**src/rtl/mem_port_arbiter.sv**
```systemverilog
// mem_port_arbiter: round-robin arbiter that lets NUM_REQ requesters share one
// single-ported scratch memory. One transaction is in flight at a time; the
// granted requester gets a one-cycle done pulse and, for reads, held read data.
module mem_port_arbiter #(
  parameter int NUM_REQ = 4,
  parameter int ADDR_W  = 32,
  parameter int DATA_W  = 32,
  parameter int MEM_LAT = 2
) (
  input  logic                        clk,
  input  logic                        rst,
  input  logic [NUM_REQ-1:0]          req_avail,
  input  logic [NUM_REQ-1:0]          req_r_en,
  input  logic [NUM_REQ-1:0]          req_w_en,
  input  logic [NUM_REQ*ADDR_W-1:0]   req_ptr,
  input  logic [NUM_REQ*DATA_W-1:0]   req_data_store,
  output logic [NUM_REQ-1:0]          req_done,
  output logic [NUM_REQ*DATA_W-1:0]   req_data_load,
  output logic [ADDR_W-1:0]           mem_addr,
  output logic [DATA_W-1:0]           mem_wdata,
  output logic                        mem_we,
  output logic                        mem_re,
  input  logic [DATA_W-1:0]           mem_rdata,
  output logic                        busy,
  output logic [$clog2(NUM_REQ)-1:0]  grant_id,
  output logic                        err_both
);

  localparam int ID_W  = $clog2(NUM_REQ);
  localparam int CNT_W = (MEM_LAT > 1) ? $clog2(MEM_LAT) : 1;

  typedef enum logic [1:0] {IDLE, ISSUE, WAIT_RD, DONE} state_t;

  state_t             state, state_nxt;
  logic [ID_W-1:0]    last_grant, cur_id, pick_id;
  logic               pick_vld;
  logic [ADDR_W-1:0]  lat_addr;
  logic [DATA_W-1:0]  lat_wdata;
  logic               lat_wr;
  logic [CNT_W-1:0]   cnt;
  logic [NUM_REQ-1:0] eligible;

  // A requester that is available but has no operation enabled is ignored.
  assign eligible = req_avail & (req_r_en | req_w_en);

  // Round-robin pick: first eligible id scanning upward from last_grant+1.
  always_comb begin
    int idx;
    idx      = 0;
    pick_vld = 1'b0;
    pick_id  = '0;
    for (int k = 1; k <= NUM_REQ; k++) begin
      idx = (int'(last_grant) + k) % NUM_REQ;
      if (!pick_vld && eligible[ID_W'(idx)]) begin
        pick_vld = 1'b1;
        pick_id  = ID_W'(idx);
      end
    end
  end

  // State register.
  always_ff @(posedge clk) begin
    if (rst) state <= IDLE;
    else     state <= state_nxt;
  end

  // Next-state logic.
  always_comb begin
    state_nxt = state;
    case (state)
      IDLE:    if (pick_vld) state_nxt = ISSUE;
      ISSUE:   state_nxt = lat_wr ? DONE : WAIT_RD;
      WAIT_RD: if (cnt == '0) state_nxt = DONE;
      DONE:    state_nxt = IDLE;
      default: state_nxt = IDLE;
    endcase
  end

  // Grant bookkeeping: latch the winner's request in IDLE, count read latency.
  // A request with both enables set is executed as a write and flagged.
  always_ff @(posedge clk) begin
    if (rst) begin
      last_grant <= ID_W'(NUM_REQ - 1);
      cur_id     <= '0;
      lat_addr   <= '0;
      lat_wdata  <= '0;
      lat_wr     <= 1'b0;
      cnt        <= '0;
      err_both   <= 1'b0;
    end else begin
      case (state)
        IDLE: if (pick_vld) begin
          cur_id     <= pick_id;
          last_grant <= pick_id;
          lat_addr   <= req_ptr[pick_id*ADDR_W +: ADDR_W];
          lat_wdata  <= req_data_store[pick_id*DATA_W +: DATA_W];
          lat_wr     <= req_w_en[pick_id];
          if (req_w_en[pick_id] && req_r_en[pick_id]) err_both <= 1'b1;
        end
        ISSUE:   cnt <= CNT_W'(MEM_LAT - 1);
        WAIT_RD: if (cnt != '0) cnt <= cnt - 1'b1;
        default: ;
      endcase
    end
  end

  // Per-requester read data, updated only when that requester's read lands.
  always_ff @(posedge clk) begin
    if (rst)
      req_data_load <= '0;
    else if (state == WAIT_RD && cnt == '0)
      req_data_load[cur_id*DATA_W +: DATA_W] <= mem_rdata;
  end

  // Outputs decoded from state; strobes exist only in ISSUE.
  always_comb begin
    req_done  = '0;
    mem_addr  = lat_addr;
    mem_wdata = lat_wdata;
    mem_we    = (state == ISSUE) &&  lat_wr;
    mem_re    = (state == ISSUE) && !lat_wr;
    busy      = (state != IDLE);
    grant_id  = cur_id;
    if (state == DONE) req_done[cur_id] = 1'b1;
  end

endmodule

```
**config.mk**
```make
export PLATFORM = sky130hd
export DESIGN_NAME = mem_port_arbiter
export DESIGN_NICKNAME = d
export VERILOG_FILES = /design/src/rtl/mem_port_arbiter.sv
export SDC_FILE = /design/constraint.sdc
export NUM_CORES = 1
export LEC_CHECK = 0
export BUFFER_PORTS_ARGS = -buffer_cell sky130_fd_sc_hd__buf_4
export CORE_AREA = 2 2 197 199
export CTS_BUF_LIST = sky130_fd_sc_hd__clkbuf_4
export CTS_CLUSTER_DIAMETER = 30
export DETAILED_ROUTE_END_ITERATION = 7
export DIE_AREA = 0 0 199 201
export PLACE_DENSITY = 0.56
export SLEW_MARGIN = 10
export SYNTH_ARGS = -nofsm -noshare
export SYNTH_HDL_FRONTEND = slang
export SYNTH_SLANG_ARGS = --single-unit
```
**constraint.sdc**
```tcl
create_clock -name clk -period 5.61 [get_ports clk]
set_input_delay 0.8415 -clock clk [delete_from_list [all_inputs] [get_ports clk]]
set_output_delay 0.8415 -clock clk [all_outputs]
set_load 0.03 [all_outputs]
```
==> results.toml <==
[outcome]
status = "complete, no violations"

[placed_design]
post-place-ws_ns = 1.87
placed_cells = 2032
place.gp.congestion = 0.908
io_buffers = 503
placed_area_um2 = 13300
post-dp-hpwl_um = 31000

[floorplanning]
die_w_um = 199
initial_core_util_pct = 24.1
die_area_um2 = 40000
io_pins = 504
core_um2 = 38100
rows = 72
die_y_um = 201

[synth]
syn_area_um2 = 9180
synthDistinctLibCells = 39
async_reset_ff_share_pct = 0
yosysWarnings = 0
syn-num-nets = 1415
postSynthCellCount = 1102
synth-seq-cells = 201
yosysSeqAreaShare_pct = 43.8
yosysTopAreaCellShare_pct = 43.8
synth_edf_count = 0
syn_avg_cell_area_um2 = 8.33
synth_common_cells = "202 x nand2_1, 201 x dfxtp_1, 135 x nor2_1"
ys_top_cells_by_area = "dfxtp_1 44%, a22oi_1 10%, nand2_1 8.3%, a311o_1 7.0%, nor2_1 5.5%"
yosysMostFrequentCell = "nand2_1"
ys.flop_type = "dfxtp_1"
synth_top_cell_by_area = "dfxtp_1"

[critical_path]
crit_required_ns = 6.22
critPathCaptureType = "register"
startpoint = "last_grant[1]"
crit_chain = "o32a_2, and2_2, buf_4, nand2_1, a311o_1, a21oi_1"
critPathKind = "register to register"
crit_path_max_fanout = 49
cp_data_arrival_time_ns = 3.77
rrSetupSlack_ns = 2.45
cp_slowest_cell = "and2_2"
r2r_start = "last_grant[1]"
crit_path_max_incr_delay_ns = 0.97
cp-start-kind = "register"

[drt]
route.met3.wl_um = 4260
vias = 10658
wl_per_cell_um = 20.2
wl_met2_um = 20700
firstDrtPassIters = 5
first_iter_violations = 572
met1Wirelength_um = 17600
drc = 0
wl_um = 43700
viasPerCell = 4.93
antenna_left = 0
top_layer = "met5"

[timing]
slew_headroom_pct = 24.3
tns_ns = 0
fin_skew_ns = 0.0302
setup_viol = 0
fin_crit_ns = 3.16
period_share_pct = 56.3
setup_ws_ns = 2.45
max_freq_mhz = 317
worst_pin_slew_ns = 1.13
drv_slew = 0
hold_violations = 0
rsz0062_at_grt = "no"

[worst_hold_path]
min_from = "mem_rdata[16]"
hold_class = "input pin to register"

[grt]
track_usage_pct = 20.7
gr-total-overflow = 0
grt_first_pass_wirelength_um = 63700
grt_pass1_vias = 10408
antenna_found_initial = 6
grt_max_degree = 124

[pwr]
vdd.ir_drop.worst_v = 0.000183
leakage_nw = 6.38
power_density_nw_per_um2 = 404

[finish]
syn_to_final_growth_pct = 55.0
fillers = 4001
final_cell_area_um2 = 14200
multi_input_comb_area_um2 = 4680
seqCellArea_um2 = 4020
nNetsFinal = 1898
finalNonFillerCells = 2160
layout-drive-gt1-share_pct = 39.4

[run]
maxCapViolations = 0

[cts]
clock-root-buffer = "clkbuf_4"
cts_made_buffers = 69
cts_setup_buffers = 0
cts_tree = "yes"
postCtsHoldBufs = 0
htreeDepth = 3
clk_latency_ns = 0.71
cts_sinks = 201
clkTransAtPathRegs_ns = 0.06
post_cts_resized = 0
clk_path_buf_depth = 3
-- cells by family (layout without fill, tap and decap cells) --
group / Yosys count / after routing / synth area share [%]
buffers and inverters: 118 / 654 / 5.79
flip-flops: 201 / 201 / 43.8
AND/OR/NAND/NOR: 426 / 426 / 20.1
multiplexers: 2 / 2 / 0.368
AO/OA/AOI/OAI: 344 / 344 / 28.4
other: 0 / 4 / 0
adder cells (fa/ha/maj): 11 / 11 / 1.50
-- path summary, 6_finish.rpt --
check,endpoint,depth (start not counted)
max,mem_wdata[7],6
min,req_data_load[16],3
max reg2reg,mem_wdata[7],6
min reg2reg,mem_addr[26],2
-- metal layers --
| layer | GRT usage (%) | vias to the layer above |
|---|---|---|
| met3 | 7.68 | 61 |
| met1 | 24.4 | 5102 |
| met2 | 34.0 | 475 |
| met4 | 8.42 | 4 |
| met5 | 0 | - |
| li1 | - | 5016 |
-- metrics by stage --
step | util [%] | power (mW) | hold WS (ns)
after floorplan | - | 3.30 | 0.484
after global placement | 35.0 | 4.17 | 0.441
after detailed placement | 35.0 | 4.19 | 0.447
after CTS | 37.3 | 5.83 | 0.263
after global routing | 37.3 | 6.10 | 0.330
final | 37.3 | 5.75 | 0.384
-- worst max-delay path, delay by kind of cell (launching register included) --
family,cells,cell delay (ns)
simple gates,2,1.07
compound gates,3,0.97
flops,1,0.55
buf+inv,1,0.41
-- cell usage in the layout (no fill, tap or decap), drive strengths merged, types with 4 or more instances in the layout --
cell,n
nand2,203
a211oi,66
diode,4
nor4b,6
nor2,135
o21ai,5
o21a,5
clkbuf,93
buf,523
and3,64
a22oi,128
inv,9
ha,11
a21oi,68
and2,8
a311o,64
clkinv,26
dfxtp,201
-- report_power, final --
part / total [mW] / leakage [nW] / switching [mW] / internal, mW
registers: 1.79 / 1.63 / 0.147 / 1.64
logic: 2.36 / 4.22 / 1.48 / 0.879
clock network: 1.60 / 0.525 / 0.733 / 0.869
-- sequential cells by signal, summed over array words and instances (netlist names) --
register       count
grant_id           2
state              2
req_data_load    128
last_grant         2
lat_wr             1
mem_wdata         32
err_both           1
cnt                1
mem_addr          32
-- layout make-up --
| cell class | count | share of cell area, % |
|---|---|---|
| flip-flops and latches | 201 | 28.3 |
| multi-input cells | 783 | 32.9 |
| inverters | 7 | 0.185 |
| repair buffers | 523 | 27.8 |
| well taps | 518 | 4.55 |
| diodes | 4 | 0.0703 |
| clock buffers | 93 | 4.91 |
| clock inverters | 31 | 1.31 |
Power figures use the tool's default switching activity.
